## src/rtl/mainfsm_ctrl_if.sv

```systemverilog
// Handshake/select bundle between the main control FSM and the multicycle ARM datapath.
// The master side is the controller; the slave side is the datapath and condition logic.
interface mainfsm_ctrl_if;
    logic [1:0] Op;
    logic [5:0] Funct;
    logic       MemReady;
    logic       IRWrite;
    logic       NextPC;
    logic       AdrSrc;
    logic [1:0] ALUSrcA;
    logic [1:0] ALUSrcB;
    logic [1:0] ResultSrc;
    logic       ALUOp;
    logic       RegW;
    logic       MemW;
    logic       Branch;
    logic       Illegal;
    logic [3:0] State;

    modport master (
        input  Op, Funct, MemReady,
        output IRWrite, NextPC, AdrSrc, ALUSrcA, ALUSrcB, ResultSrc,
               ALUOp, RegW, MemW, Branch, Illegal, State
    );

    modport slave (
        output Op, Funct, MemReady,
        input  IRWrite, NextPC, AdrSrc, ALUSrcA, ALUSrcB, ResultSrc,
               ALUOp, RegW, MemW, Branch, Illegal, State
    );
endinterface

```

## src/rtl/mainfsm_ctrl.sv

```systemverilog
// Multicycle main control FSM for the ARM datapath: FETCH/DECODE/execute/writeback sequencing,
// stalling in memory states until MemReady. Emits raw RegW/MemW/Branch for downstream condition logic.
module mainfsm_ctrl (
    input  logic          clk,
    input  logic          reset,
    mainfsm_ctrl_if.master bus
);
    typedef enum logic [3:0] {
        FETCH    = 4'd0,
        DECODE   = 4'd1,
        MEMADR   = 4'd2,
        MEMREAD  = 4'd3,
        MEMWB    = 4'd4,
        MEMWRITE = 4'd5,
        EXECUTER = 4'd6,
        EXECUTEI = 4'd7,
        ALUWB    = 4'd8,
        BRANCH   = 4'd9,
        UNKNOWN  = 4'd15
    } state_t;

    state_t     state;
    state_t     state_n;
    state_t     target;
    logic       in_fetch;
    logic       adr_src;
    logic [1:0] alu_src_a;
    logic [1:0] alu_src_b;
    logic [1:0] result_src;
    logic       alu_op;
    logic       reg_w;
    logic       mem_w;
    logic       branch;
    logic       illegal;

    always_comb begin
        state_n = FETCH;
        case (state)
            FETCH:    state_n = bus.MemReady ? DECODE : FETCH;
            DECODE: begin
                case (bus.Op)
                    2'b00:   state_n = bus.Funct[5] ? EXECUTEI : EXECUTER;
                    2'b01:   state_n = MEMADR;
                    2'b10:   state_n = BRANCH;
                    default: state_n = UNKNOWN;
                endcase
            end
            MEMADR:   state_n = bus.Funct[0] ? MEMREAD : MEMWRITE;
            MEMREAD:  state_n = bus.MemReady ? MEMWB : MEMREAD;
            MEMWRITE: state_n = bus.MemReady ? FETCH : MEMWRITE;
            EXECUTER: state_n = ALUWB;
            EXECUTEI: state_n = ALUWB;
            UNKNOWN:  state_n = UNKNOWN;
            default:  state_n = FETCH;
        endcase
    end

    // Reset folds into the target state so the registered outputs are decoded in one place.
    assign target = reset ? state_n : FETCH;

    always_ff @(posedge clk) begin
        state      <= target;
        in_fetch   <= 1'b0;
        adr_src    <= 1'b0;
        alu_src_a  <= '0;
        alu_src_b  <= '0;
        result_src <= '0;
        alu_op     <= 1'b0;
        reg_w      <= 1'b0;
        mem_w      <= 1'b0;
        branch     <= 1'b0;
        illegal    <= 1'b0;
        case (target)
            FETCH: begin
                in_fetch   <= 1'b1;
                alu_src_a  <= 2'b01;
                alu_src_b  <= 2'b10;
                result_src <= 2'b10;
            end
            DECODE: begin
                alu_src_a  <= 2'b01;
                alu_src_b  <= 2'b10;
                result_src <= 2'b10;
            end
            MEMADR:   alu_src_b <= 2'b01;
            MEMREAD:  adr_src   <= 1'b1;
            MEMWB: begin
                result_src <= 2'b01;
                reg_w      <= 1'b1;
            end
            MEMWRITE: begin
                adr_src <= 1'b1;
                mem_w   <= 1'b1;
            end
            EXECUTER: alu_op <= 1'b1;
            EXECUTEI: begin
                alu_src_b <= 2'b01;
                alu_op    <= 1'b1;
            end
            ALUWB:    reg_w <= 1'b1;
            BRANCH: begin
                alu_src_a  <= 2'b10;
                alu_src_b  <= 2'b01;
                result_src <= 2'b10;
                branch     <= 1'b1;
            end
            UNKNOWN:  illegal <= 1'b1;
            default: ;
        endcase
    end

    // IR load and PC advance follow the memory handshake so the PC moves once per fetch.
    assign bus.IRWrite   = in_fetch & bus.MemReady;
    assign bus.NextPC    = in_fetch & bus.MemReady;
    assign bus.AdrSrc    = adr_src;
    assign bus.ALUSrcA   = alu_src_a;
    assign bus.ALUSrcB   = alu_src_b;
    assign bus.ResultSrc = result_src;
    assign bus.ALUOp     = alu_op;
    assign bus.RegW      = reg_w;
    assign bus.MemW      = mem_w;
    assign bus.Branch    = branch;
    assign bus.Illegal   = illegal;
    assign bus.State     = state;
endmodule

```

## src/flat_wrapper.sv

```systemverilog
// flat-port wrapper written by rule: the top's interface ports become plain ports
module mainfsm_ctrl_flat 
  (clk, reset, bus_Op, bus_Funct, bus_MemReady, bus_IRWrite, bus_NextPC, bus_AdrSrc, bus_ALUSrcA, bus_ALUSrcB, bus_ResultSrc, bus_ALUOp, bus_RegW, bus_MemW, bus_Branch, bus_Illegal, bus_State);
  mainfsm_ctrl_if bus_i ();
  input  logic clk;
  input  logic reset;
  input wire logic [$bits(bus_i.Op)-1:0] bus_Op;
  input wire logic [$bits(bus_i.Funct)-1:0] bus_Funct;
  input wire logic [$bits(bus_i.MemReady)-1:0] bus_MemReady;
  output wire logic [$bits(bus_i.IRWrite)-1:0] bus_IRWrite;
  output wire logic [$bits(bus_i.NextPC)-1:0] bus_NextPC;
  output wire logic [$bits(bus_i.AdrSrc)-1:0] bus_AdrSrc;
  output wire logic [$bits(bus_i.ALUSrcA)-1:0] bus_ALUSrcA;
  output wire logic [$bits(bus_i.ALUSrcB)-1:0] bus_ALUSrcB;
  output wire logic [$bits(bus_i.ResultSrc)-1:0] bus_ResultSrc;
  output wire logic [$bits(bus_i.ALUOp)-1:0] bus_ALUOp;
  output wire logic [$bits(bus_i.RegW)-1:0] bus_RegW;
  output wire logic [$bits(bus_i.MemW)-1:0] bus_MemW;
  output wire logic [$bits(bus_i.Branch)-1:0] bus_Branch;
  output wire logic [$bits(bus_i.Illegal)-1:0] bus_Illegal;
  output wire logic [$bits(bus_i.State)-1:0] bus_State;
  assign bus_i.Op = bus_Op;
  assign bus_i.Funct = bus_Funct;
  assign bus_i.MemReady = bus_MemReady;
  assign bus_IRWrite = bus_i.IRWrite;
  assign bus_NextPC = bus_i.NextPC;
  assign bus_AdrSrc = bus_i.AdrSrc;
  assign bus_ALUSrcA = bus_i.ALUSrcA;
  assign bus_ALUSrcB = bus_i.ALUSrcB;
  assign bus_ResultSrc = bus_i.ResultSrc;
  assign bus_ALUOp = bus_i.ALUOp;
  assign bus_RegW = bus_i.RegW;
  assign bus_MemW = bus_i.MemW;
  assign bus_Branch = bus_i.Branch;
  assign bus_Illegal = bus_i.Illegal;
  assign bus_State = bus_i.State;
  mainfsm_ctrl u_core (.clk(clk), .reset(reset), .bus(bus_i));
endmodule
```

## config.mk

```make
export PLATFORM = sky130hd
export DESIGN_NAME = mainfsm_ctrl_flat
export DESIGN_NICKNAME = d
export VERILOG_FILES = /design/src/rtl/mainfsm_ctrl_if.sv /design/src/rtl/mainfsm_ctrl.sv /design/src/flat_wrapper.sv
export SDC_FILE = /design/constraint.sdc
export NUM_CORES = 1
export LEC_CHECK = 0
export CAP_MARGIN = 20
export CORE_UTILIZATION = 50
export CTS_BUF_LIST = sky130_fd_sc_hd__clkbuf_8
export CTS_CLUSTER_DIAMETER = 50
export DETAILED_ROUTE_END_ITERATION = 12
export PLACE_DENSITY = 0.87
export SYNTH_ARGS = -nofsm -noshare
export SYNTH_HDL_FRONTEND = slang
export SYNTH_SLANG_ARGS = --single-unit
```

## constraint.sdc

```tcl
create_clock -name clk -period 2.55 [get_ports clk]
set_input_delay 0.3825 -clock clk [delete_from_list [all_inputs] [get_ports clk]]
set_output_delay 0.3825 -clock clk [all_outputs]
set_load 0.01 [all_outputs]
```

Yosys cells after proc, flatten, opt, wreduce, memory -nomap -nowiden
Index checks and enable logic that the tools add are counted.
Storage, ports and cells
  register bits after elaboration: 17
  bits in latches: 0
  bits in writable memories: 0
  memory bits (read-only): 0
  bits of input ports: 11
  output and inout port bits: 18
  word-level logic and storage cells: 59
  memories: 0
Operators by class
  add/sub/neg operators: 0
  multipliers: 0
  divide/modulo/power cells: 0
  order comparisons: 0
  equality and inequality tests: 19
  shifts and indexed selects: 0
  mux-type cells: 18
  bitwise logic cells: 1
  reduce and logical (&&, ||, !) cells: 10
Operators by type and width (count)
  4-bit by 3-bit equality test with 1-bit output, second input constant: 7
  4-bit case mux with 7 select lines: 1
  4-bit by 2-bit equality test with 1-bit output, second input constant: 4
  4-bit equality test, second input constant: 4
  2-bit case mux with 2 select lines: 3
  4-bit case mux with 3 select lines: 1
  2-bit OR reduction: 5
  1-bit two-way mux: 9
  3-bit two-way mux: 3
  4-bit by 1-bit equality test with 1-bit output, second input constant: 2
  4-bit logical NOT: 2
  3-bit OR reduction: 2
  4-bit two-way mux: 1
  2-bit by 1-bit equality test with 1-bit output, second input constant: 1
  2-bit equality test, second input constant: 1
  2-bit logical NOT: 1
  1-bit AND: 1

Depth between registers and ports, before layout
Gate-level depths: netlist of run 1.
  depth in word-level cells: 7
  depth in mapped cells: 7
  mapped depth without buffers: 7

Least setup slack after synthesis of run 1
Ideal clock, no wire load.
  kind: in2reg
  start: input port bus_Op[0]
  end: register u_core.result_src[1] (netlist: u_core.bus.ResultSrc[1])
  library setup time: 120 ps
  arrival: 1634 ps
  data required time: 2430 ps
  slack: 797 ps
  stages: 7
  buffers on the path: 0
  cell sequence: inv_1 -> ha_1 -> or3b_4 -> a211oi_4 -> nor2_2 -> a21oi_2 -> nor2_1
On the way
  word-level cells in the longest chain between the ends: 7
  elaborated cells between the ends (all ways): 12
  those cells by class: eq/ne: 5; mux: 4; reduce/logical: 3
Ends and longest elaborated chain
  start, declared: line flat_wrapper.sv:7  | input wire logic [$bits(bus_i.Op)-1:0] bus_Op;
  2-bit equality test, or another cell as far along: line mainfsm_ctrl.sv:41  | case (bus.Op)
  4-bit case mux with 3 select lines (*): line mainfsm_ctrl.sv:41
  4-bit case mux with 7 select lines (*): line mainfsm_ctrl.sv:38  | case (state)
  4-bit two-way mux (*): line mainfsm_ctrl.sv:59  | assign target = reset ? state_n : FETCH;
  4-bit by 1-bit equality test with 1-bit output, or another cell as far along: line mainfsm_ctrl.sv:73  | case (target)
  3-bit OR reduction (no source line)
  2-bit case mux with 2 select lines (*): line mainfsm_ctrl.sv:73
  end signal, assigned: line mainfsm_ctrl.sv:67  | result_src <= '0;
  end signal, assigned: line mainfsm_ctrl.sv:78  | result_src <= 2'b10;
  end signal, assigned: line mainfsm_ctrl.sv:83  | result_src <= 2'b10;
  end, declared: line mainfsm_ctrl.sv:29  | logic [1:0] result_src;
Every way passes the cells marked *; elsewhere a longest branch is shown, timed or not.

Worst setup path after layout of run 1
  start: input port bus_Op[0]
  end: register u_core.in_fetch
On the way
  word-level cells in the longest chain between the ends: 6
  elaborated cells between the ends (all ways): 8
  those cells by class: eq/ne: 2; mux: 4; reduce/logical: 2
Ends and longest elaborated chain
  2-bit equality test, or another cell as far along: line mainfsm_ctrl.sv:41
  4-bit case mux with 3 select lines (*): line mainfsm_ctrl.sv:41
  4-bit case mux with 7 select lines (*): line mainfsm_ctrl.sv:38
  4-bit two-way mux (*): line mainfsm_ctrl.sv:59
  4-bit logical NOT (*): line mainfsm_ctrl.sv:73
  1-bit two-way mux (*): line mainfsm_ctrl.sv:73
  end signal, assigned: line mainfsm_ctrl.sv:63  | in_fetch <= 1'b0;
  end signal, assigned: line mainfsm_ctrl.sv:75  | in_fetch <= 1'b1;
  end, declared: line mainfsm_ctrl.sv:25  | logic in_fetch;
Marks and branches as above.

==> summary.txt, run 1 <==
# rows - 14
vias in the first global route - 654
cell count after synthesis - 93
drt total wl - 1.79 mm
post-synthesis compound-gate area fraction - 21.7%
max-slew violations - 0
Overflow after GRT - 0
top routing layer in use - met4
fillcell total - 124
register area share after synthesis - 37.0%
CTS Hold Bufs - 0
crit path from - bus_Op[0]
delay of the slowest critical-path stage - 0.48 ns
FF-to-FF Start - u_core.bus.State[0]
status - finished, violations left
setup TNS - 0 ns
Post-Syn Area - 866 µm²
vias - 745
DR vias/cell - 5.69
FF+latch count, synth - 16
Startpoint Class - input pin
floorplan core area - 0.00156 mm²
hold crit path type - flip-flop to flip-flop
Num CTS Buffers - 3
delay-heaviest family, CP - compound AO/OA/AOI/OAI gates
wire length per cell - 13.6 µm
Total GRT Usage - 21.4%
clk slew on worst S/H paths - 0.06 ns
Worst-Margin Slew - 0.581 ns
max-cap check violation count - 0
FF-to-FF End - u_core.in_fetch
skew final - 0.00117 ns
post-route cell area - 0.00113 mm²
clk buf depth - 2
failing checks - design-rule violations
min cycle time layout - 2.20 ns
Layout area overhead - 30.6%
RSZ-0062 raised after global routing - false
chip width - 43.6 µm
initial antenna violation count - 0
die area - 0.00190 mm²
relative slew slack - 61.2%
met3 wire length - 107 µm
starting density of the core - 55.5%
met1 WL - 769 µm
largest family of logic cells by synthesized area - simple AND/OR/NAND/NOR gates
period utilization - 86.2%
Synth Area in XOR/XNOR - 0%
Worst path slowest cell - clkdlybuf4s50_1
CTS resizes - 0
Critical Path Stages - 8
Detail Route met2 WL - 902 µm
Pre-antenna DRT Iters - 8
IO Pins - 29
Worst Setup End Kind - flip-flop
worst ir drop on vdd - 0.600 mV
placed cell areas - 0.00108 mm²
mean post-synth cell area - 9.31 µm²
DRT antenna net count - 0
FMAX - 455 MHz
DP Worst Slack - 0.139 ns
Final Hold Viols - 0
final core utilization - 72.6%
number of remaining DRC errors - 2
# clock sinks - 16
# port buffers - 24
WP data required - 2.68 ns
post-DP HPWL - 1.26 mm
Post-CTS Setup Inserts - 0
synth warn - 0
Worst Path Buf+Inv - 2
CTS tree - done
Cell Pwr Density - 1040 mW/mm²
Synth Area in Adders - 5.78%
# setup viols final - 0
Simple-Gate Fraction of Synth Area - 26.0%
CTS root buffer - clkbuf_8
Yosys cell types - 37
first-pass GRT wire length - 3.04 mm
Antenna diodes - 0
gpl congestion - 0.786
NumNets Final - 131
die height - 43.6 µm
DR iter-0 viols - 13
Synthesized Nets - 108
CP Capture Point - u_core.in_fetch
critical path class - input pin to flip-flop
CP arrival - 2.33 ns
reg2reg path depth - 5
crit path cell chain - clkdlybuf4s50_1 > inv_1 > ha_1 > or3b_4 > a211oi_4 > nor2_2 > a21oi_2 > nor3_1
CTS H-Tree Depth - 1
Worst-Skew Late Latency - 0.24 ns
reg2reg setup slack - 0.62 ns
largest net degree at the start of global routing - 17
final worst slack - 0.353 ns
ratio of cells with drive above 1 in the final layout - 13.0%
crit-path max FO - 5
leakage power - 0.439 nW
multiplexer area fraction after synthesis - 1.16%
[per-layer routing]
layer,track usage (%),vias up
li1,-,367
met5,0,-
met1,26.9,352
met2,35.8,24
met3,6.25,2
met4,5.63,0
[flip-flops by register name (all words and copies together) (netlist names)]
| register | cells |
|---|---|
| u_core.in_fetch | 1 |
| u_core.bus.ALUSrcA | 2 |
| u_core.bus.Illegal | 1 |
| u_core.bus.ALUSrcB | 2 |
| u_core.bus.State | 4 |
| u_core.bus.AdrSrc | 1 |
| u_core.bus.MemW | 1 |
| u_core.bus.RegW | 1 |
| u_core.bus.ResultSrc | 2 |
| u_core.bus.ALUOp | 1 |
[Yosys cell counts]
| library cell | n | area share [%] |
|---|---|---|
| a2111oi_2 | 1 | 1.7 |
| a211oi_1 | 1 | 0.87 |
| a211oi_4 | 1 | 2.3 |
| a21boi_0 | 1 | 0.87 |
| a21o_1 | 1 | 0.87 |
| a21oi_1 | 4 | 2.3 |
| a21oi_2 | 3 | 3.0 |
| a21oi_4 | 1 | 1.9 |
| and2_1 | 1 | 0.72 |
| and3b_1 | 2 | 2.0 |
| buf_2 | 1 | 0.58 |
| buf_4 | 3 | 2.6 |
| buf_6 | 2 | 2.6 |
| dfxtp_1 | 16 | 37 |
| ha_1 | 4 | 5.8 |
| inv_1 | 6 | 2.6 |
| mux2i_1 | 1 | 1.2 |
| nand2_1 | 6 | 2.6 |
| nand2b_1 | 1 | 0.72 |
| nand2b_4 | 2 | 3.2 |
| nand3_1 | 2 | 1.2 |
| nand3b_1 | 1 | 0.87 |
| nand4_1 | 2 | 1.4 |
| nor2_1 | 9 | 3.9 |
| nor2_2 | 1 | 0.72 |
| nor2b_1 | 4 | 2.9 |
| nor3_1 | 3 | 1.7 |
| o211ai_1 | 2 | 1.7 |
| o21ai_0 | 1 | 0.58 |
| o21ai_1 | 1 | 0.58 |
| o21bai_1 | 2 | 1.7 |
| o22a_1 | 1 | 1.0 |
| o32a_1 | 1 | 1.2 |
| o41ai_1 | 1 | 1.0 |
| or3_1 | 2 | 1.4 |
| or3b_4 | 1 | 1.3 |
| or4_4 | 1 | 1.3 |
[how the worst min path moves through the flow]
stage | startpoint | to | cells after the start
after CTS | u_core.bus.State[1] | u_core.bus.ResultSrc[1] | 3
after global routing | u_core.bus.State[1] | u_core.bus.ResultSrc[1] | 3
final | u_core.bus.State[1] | u_core.bus.ResultSrc[1] | 3
after detailed placement | u_core.bus.State[1] | u_core.bus.ResultSrc[1] | 3
after floorplan | reset | u_core.bus.State[3] | 2
after global placement | u_core.bus.State[1] | u_core.bus.ResultSrc[1] | 3
[logic make-up after synthesis]
logic type	count (synthesis)
AO/OA/AOI/OAI	22
buffers and inverters	12
AND/OR/NAND/NOR	38
adder cells (fa/ha/maj)	4
multiplexers	1
flip-flops	16
[final cells by class]
type / instances / area, µm² / share of cell area, %
multi-input cells: 65 / 473 / 41.8
flip-flops and latches: 16 / 320 / 28.3
well taps: 16 / 20.0 / 1.77
clock buffers: 4 / 55.1 / 4.87
repair buffers: 24 / 240 / 21.2
inverters: 6 / 22.5 / 1.99
[cells in the final DEF (no fill, tap or decap), types with 2 or more instances in the layout]
master            n
nand2_1           6
ha_1              4
nand4_1           2
nor3_1            3
or3_1             2
nand3_1           2
o211ai_1          2
a21oi_1           4
inv_1             6
nor2_1            9
and3b_1           2
dfxtp_1          16
nor2b_1           4
clkdlybuf4s50_1  24
o21bai_1          2
nand2b_4          2
a21oi_2           3
clkbuf_8          4
[where the power goes]
part | internal [mW] | switching, mW
sequential | 0.316 | 0.0819
combinational | 0.283 | 0.278
clock | 0.137 | 0.0802
[worst register-to-register path: cells and delay by family, from the launching register on]
family / cells / cell delay (ns)
compound gates: 2 / 0.61
flops: 1 / 0.55
simple gates: 3 / 0.65
[through the flow]
step,total power [mW],hold WS [ns],cells
2_1_floorplan,0.787,0.596,93
3_3_place_gp,0.936,0.687,127
3_5_place_dp,0.949,0.703,127
4_1_cts,1.18,0.721,131
5_1_grt,1.25,0.808,131
6_report,1.18,0.712,131
Power figures use the tool's default switching activity.
==> run 2, diff against run 1 <==
--- a/config.mk
+++ b/config.mk
@@ -6,11 +6,10 @@
 export NUM_CORES = 1
 export LEC_CHECK = 0
 export CAP_MARGIN = 20
-export CORE_UTILIZATION = 50
+export CORE_UTILIZATION = 34
 export CTS_BUF_LIST = sky130_fd_sc_hd__clkbuf_8
 export CTS_CLUSTER_DIAMETER = 50
 export DETAILED_ROUTE_END_ITERATION = 12
-export PLACE_DENSITY = 0.87
 export SYNTH_ARGS = -nofsm -noshare
 export SYNTH_HDL_FRONTEND = slang
 export SYNTH_SLANG_ARGS = --single-unit
==> run 2 against run 1 <==
Against the previous run: the run now ends clean; largest cell class unchanged; flip-flop and latch count unchanged; largest power group unchanged; die area increased by 45%; non-clock buffer count unchanged.
==> summary.txt, run 2 (same netlist as run 1, synthesis figures left out) <==
DR vias/cell - 4.92 (-13%)
die height - 52.5 µm (+20%)
DP Worst Slack - 0.127 ns (-0.0112 ns)
IO Pins - 29 (unchanged)
Overflow after GRT - 0 (unchanged)
Layout area overhead - 30.8%
CTS H-Tree Depth - 1 (unchanged)
# port buffers - 24 (unchanged)
met3 Track Usage GR - 4.64% (-1.6 points)
Worst-Margin Slew - 0.572 ns (-0.00854 ns)
# setup viols final - 0 (unchanged)
Pre-antenna DRT Iters - 3 (-5)
floorplan core area - 0.00230 mm² (+47%)
Num CTS Buffers - 3 (unchanged)
crit-path max FO - 5 (unchanged)
GR Util met2 - 21.5% (-14 points)
chip width - 52.5 µm (+20%)
Total GRT Usage - 13.7% (-7.7 points)
drt total wl - 1.64 mm (-8.3%)
Non-Filler Instances - 142 (+8.4%)
critical path class - input pin to flip-flop
CP arrival - 2.30 ns (-0.03 ns)
vias in the first global route - 638 (-2.4%)
Antenna diodes - 0 (unchanged)
status - complete, no violations
# rows - 17 (+3)
# clock sinks - 16 (unchanged)
final worst slack - 0.381 ns (+0.0277 ns)
DRT antenna net count - 0 (unchanged)
starting density of the core - 37.7% (-18 points)
max reg flops - 4 (unchanged)
Worst-Skew Late Latency - 0.24 ns (about the same)
Post-CTS Setup Inserts - 0 (unchanged)
number of remaining DRC errors - 0 (-2)
FMAX - 461 MHz (+1.3%)
clk buf depth - 2 (unchanged)
gpl congestion - 0.745 (-5.3%)
CTS tree - done
hold crit path type - flip-flop to flip-flop
max-slew violations - 0 (unchanged)
CTS resizes - 0 (unchanged)
commonest non-fill, non-tap cell in the layout - clkdlybuf4s50_1
CTS root buffer - clkbuf_8
Cell Pwr Density - 996 mW/mm² (-4.3%)
post-DP HPWL - 1.26 mm (+0.37%)
GRT busiest layer - met2
CTS Hold Bufs - 0 (unchanged)
placed instance count - 139 (+9.4%)
max-cap check violation count - 0 (unchanged)
first-pass GRT wire length - 2.79 mm (-8.2%)
relative slew slack - 61.8% (+0.57 points)
RSZ-0062 raised after global routing - false
crit path cell chain - clkdlybuf4s50_1 > inv_1 > ha_1 > or3b_4 > a211oi_4 > nor2_2 > a21oi_2 > nor3_1
final hold slack - 0.706 ns (-0.00577 ns)
setup TNS - 0 ns (unchanged)
wire length per cell - 11.5 µm (-15%)
clk slew on worst S/H paths - 0.06 ns (about the same)
fillcell total - 223 (+80%)
skew final - 0.000649 ns (-0.000518 ns)
leakage power - 0.431 nW (-1.6%)
WP data required - 2.68 ns (about the same)
Reg area - 320 µm² (unchanged)
largest net degree at the start of global routing - 17 (unchanged)
Worst path slowest cell - clkdlybuf4s50_1
Multi-input gate area - 473 µm² (unchanged)
Final Hold Viols - 0 (unchanged)
worst ir drop on vdd - 0.697 mV (+16%)
Startpoint Class - input pin
DR iter-0 viols - 7 (-6)
period utilization - 85.1% (-1.1 points)
min cycle time layout - 2.17 ns (-0.0277 ns)
delay of the slowest critical-path stage - 0.49 ns (about the same)
ratio of cells with drive above 1 in the final layout - 12.3% (-0.76 points)
Worst Setup End Kind - flip-flop
initial antenna violation count - 0 (unchanged)
vias - 699 (-6.2%)
most frequent cells in the layout - 24 x clkdlybuf4s50_1, 16 x dfxtp_1, 9 x nor2_1
Global Route met1 Usage - 17.5% (-9.3 points)
die area - 0.00275 mm² (+45%)
NumNets Final - 131 (unchanged)
## run 2: cell types whose count changed in the layout (fill, tap and decap cells not counted)
cell	change
clkbuf_8	-1
## run 2: layout make-up
class	instances	share of cell area (%)
multi-input combinational	65	41.8
inverter	6	1.99
clock buffer	3	3.65
tap	28	3.09
timing repair buffer	24	21.2
sequential	16	28.3
## run 2: per-layer routing
metal  vias up  wire length [µm]
met5         -                 0
li1        363                 -
met3         2                70
met1       318               825
met2        16               733
met4         0                 9
## run 2: final timing paths
check / from / endpoint / slack, ns / cells past startpoint
max: bus_Op[0] / u_core.in_fetch / 0.38 / 8
min: u_core.bus.State[1] / u_core.bus.ResultSrc[1] / 0.71 / 3
max reg2reg: u_core.bus.State[0] / u_core.in_fetch / 0.66 / 5
min reg2reg: u_core.bus.State[1] / u_core.bus.ResultSrc[1] / 0.71 / 3
## run 2: stage by stage
step	area, µm²	utilization (%)	power (mW)
3_3_place_gp	1090	47.5	0.950
4_1_cts	1130	49.3	1.14
3_5_place_dp	1090	47.5	0.955
6_report	1130	49.3	1.13
2_1_floorplan	866	-	0.787
5_1_grt	1130	49.3	1.21
## run 2: worst max-delay path, delay by kind of cell
family | cells | cell delay, ns
and+or+nand+nor | 3 | 0.57
AOI/OAI and AO/OA | 2 | 0.58
adders and majority gates | 1 | 0.20
buffers and inverters | 2 | 0.57
## run 2: power by group
part           internal (mW)  total, mW  switching, mW
combinational          0.283      0.546          0.263
sequential             0.316      0.398         0.0815
clock                  0.105      0.183         0.0789
total                  0.704       1.13          0.424
==> run 3, diff against run 2 <==
--- a/config.mk
+++ b/config.mk
@@ -6,7 +6,7 @@
 export NUM_CORES = 1
 export LEC_CHECK = 0
 export CAP_MARGIN = 20
-export CORE_UTILIZATION = 34
+export CORE_UTILIZATION = 35
 export CTS_BUF_LIST = sky130_fd_sc_hd__clkbuf_8
 export CTS_CLUSTER_DIAMETER = 50
 export DETAILED_ROUTE_END_ITERATION = 12
==> run 3 against run 2 <==
Against the previous run: die area down 2.8%; utilization up 0.46 points; total power about the same; combinational power up 0.9%; highest routed layer is now met3; final area unchanged; critical path depth unchanged; largest cell class unchanged; setup slack worse by 0.013 ns; final cell count unchanged; fmax down 0.58%.
==> summary.txt, run 3 (same netlist as run 1, synthesis figures left out) <==
largest net degree at the start of global routing - 17 (unchanged)
period utilization - 85.6% (+0.50 points)
crit path from - bus_Op[0]
die height - 51.7 µm (-1.4%)
number of remaining DRC errors - 0 (unchanged)
Num CTS Buffers - 3 (unchanged)
Worst Setup End Kind - flip-flop
Pre-antenna DRT Iters - 4 (+1)
Total GRT Usage - 14.2% (+0.54 points)
P_int - 0.704 mW (about the same)
IO Pins - 29 (unchanged)
leakage power - 0.431 nW (unchanged)
post-DP HPWL - 1.24 mm (-1.7%)
die area - 0.00268 mm² (-2.8%)
first-pass GRT wire length - 2.82 mm (+1.0%)
max-slew violations - 0 (unchanged)
initial antenna violation count - 0 (unchanged)
vias in the first global route - 658 (+3.1%)
hold crit path type - flip-flop to flip-flop
# port buffers - 24 (unchanged)
Worst-Margin Slew - 0.572 ns (-0.000243 ns)
drt total wl - 1.62 mm (-1.3%)
chip width - 51.7 µm (-1.4%)
DR vias/cell - 5.08 (+3.1%)
floorplan core area - 0.00228 mm² (-0.93%)
Layout area overhead - 30.8% (unchanged)
DR iter-0 viols - 12 (+5)
CTS resizes - 0 (unchanged)
Switching Share - 37.6% (about the same)
CTS root buffer - clkbuf_8
crit-path max FO - 5 (unchanged)
fillcell total - 216 (-3.1%)
CTS Hold Bufs - 0 (unchanged)
FF-to-FF Start - u_core.bus.State[0]
Sw Pwr - 0.424 mW (about the same)
# rows - 17 (unchanged)
Clock Power Share - 15.9% (-0.4 points)
combinational group share of total power - 48.8% (+0.4 points)
final core utilization - 49.8% (+0.46 points)
# setup viols final - 0 (unchanged)
worst ir drop on vdd - 0.622 mV (-11%)
Post-CTS Setup Inserts - 0 (unchanged)
starting density of the core - 38.0% (+0.35 points)
RSZ-0062 raised after global routing - false
Final Hold Viols - 0 (unchanged)
ratio of cells with drive above 1 in the final layout - 12.3% (unchanged)
CP arrival - 2.31 ns (about the same)
max reg flops - 4 (unchanged)
Flop pwr share - 35.3% (about the same)
skew final - 0.00123 ns (+0.000584 ns)
FMAX - 458 MHz (-0.58%)
commonest non-fill, non-tap cell in the layout - clkdlybuf4s50_1
max-cap check violation count - 0 (unchanged)
wire length per cell - 11.4 µm (-1.3%)
Worst-Skew Late Latency - 0.24 ns (about the same)
Antenna diodes - 0 (unchanged)
setup TNS - 0 ns (unchanged)
relative slew slack - 61.8% (about the same)
DRT antenna net count - 0 (unchanged)
CTS H-Tree Depth - 1 (unchanged)
gpl congestion - 0.758 (+1.8%)
Startpoint Class - input pin
critical hold path startpoint - u_core.bus.State[1]
vias - 721 (+3.1%)
min cycle time layout - 2.18 ns (+0.0127 ns)
clk slew on worst S/H paths - 0.06 ns (about the same)
Cell Pwr Density - 996 mW/mm² (about the same)
Overflow after GRT - 0 (unchanged)
# clock sinks - 16 (unchanged)
status - complete, no violations
critical path class - input pin to flip-flop
WP data required - 2.68 ns (about the same)
CTS tree - done
most frequent cells in the layout - 24 x clkdlybuf4s50_1, 16 x dfxtp_1, 9 x nor2_1
NumNets Final - 131 (unchanged)
clk buf depth - 2 (unchanged)
## run 3: cell counts in the layout (fill, tap and decap cells not counted)
Identical to the previous run, type by type.
## run 3: final cells by class
cell class	instances	area [µm²]	share of cell area, %
Clock buffer	3	41.3	3.65
Inverter	6	22.5	1.99
Multi-Input combinational cell	65	473	41.8
Sequential cell	16	320	28.3
Tap cell	28	35.0	3.09
Timing Repair Buffer	24	240	21.2
## run 3: worst paths after layout
kind         slack, ns  cells past startpoint                       to
max               0.37                      8  u_core.bus.ResultSrc[1]
max reg2reg       0.65                      5  u_core.bus.ResultSrc[1]
min reg2reg       0.73                      3  u_core.bus.ResultSrc[1]
min               0.73                      3  u_core.bus.ResultSrc[1]
## run 3: worst max-delay path: stages
cell,delay [ns]
clkdlybuf4s50_1,0.48
inv_1,0.08
ha_1,0.20
or3b_4,0.38
a211oi_4,0.35
nor2_2,0.12
a21oi_2,0.24
nor2_1,0.08
## run 3: power by group through the flow
| stage | combinational, mW | sequential, mW | clock [mW] |
|---|---|---|---|
| floorplan | 0.411 | 0.376 | 0 |
| global placement | 0.548 | 0.401 | 0 |
| detailed placement | 0.551 | 0.402 | 0 |
| CTS | 0.552 | 0.397 | 0.184 |
| global route | 0.606 | 0.409 | 0.197 |
| finish | 0.551 | 0.398 | 0.179 |
## run 3: metal layers
layer  vias to the layer above  GRT usage (%)  wire length (µm)
met2                        24           23.4               719
met5                         -              0                 0
li1                        363              -                 -
met1                       334           17.8               803
met3                         0           5.26                93
met4                         0           2.70                 0
## run 3: metrics by stage
stage	power, mW	hold slack (ns)	cells	setup slack (ns)	instance area (µm²)
2_1_floorplan	0.787	0.596	93	0.797	866
3_3_place_gp	0.949	0.711	139	0.138	1090
3_5_place_dp	0.953	0.728	139	0.106	1090
4_1_cts	1.13	0.740	142	0.361	1130
5_1_grt	1.21	0.780	142	0.235	1130
6_report	1.13	0.729	142	0.368	1130
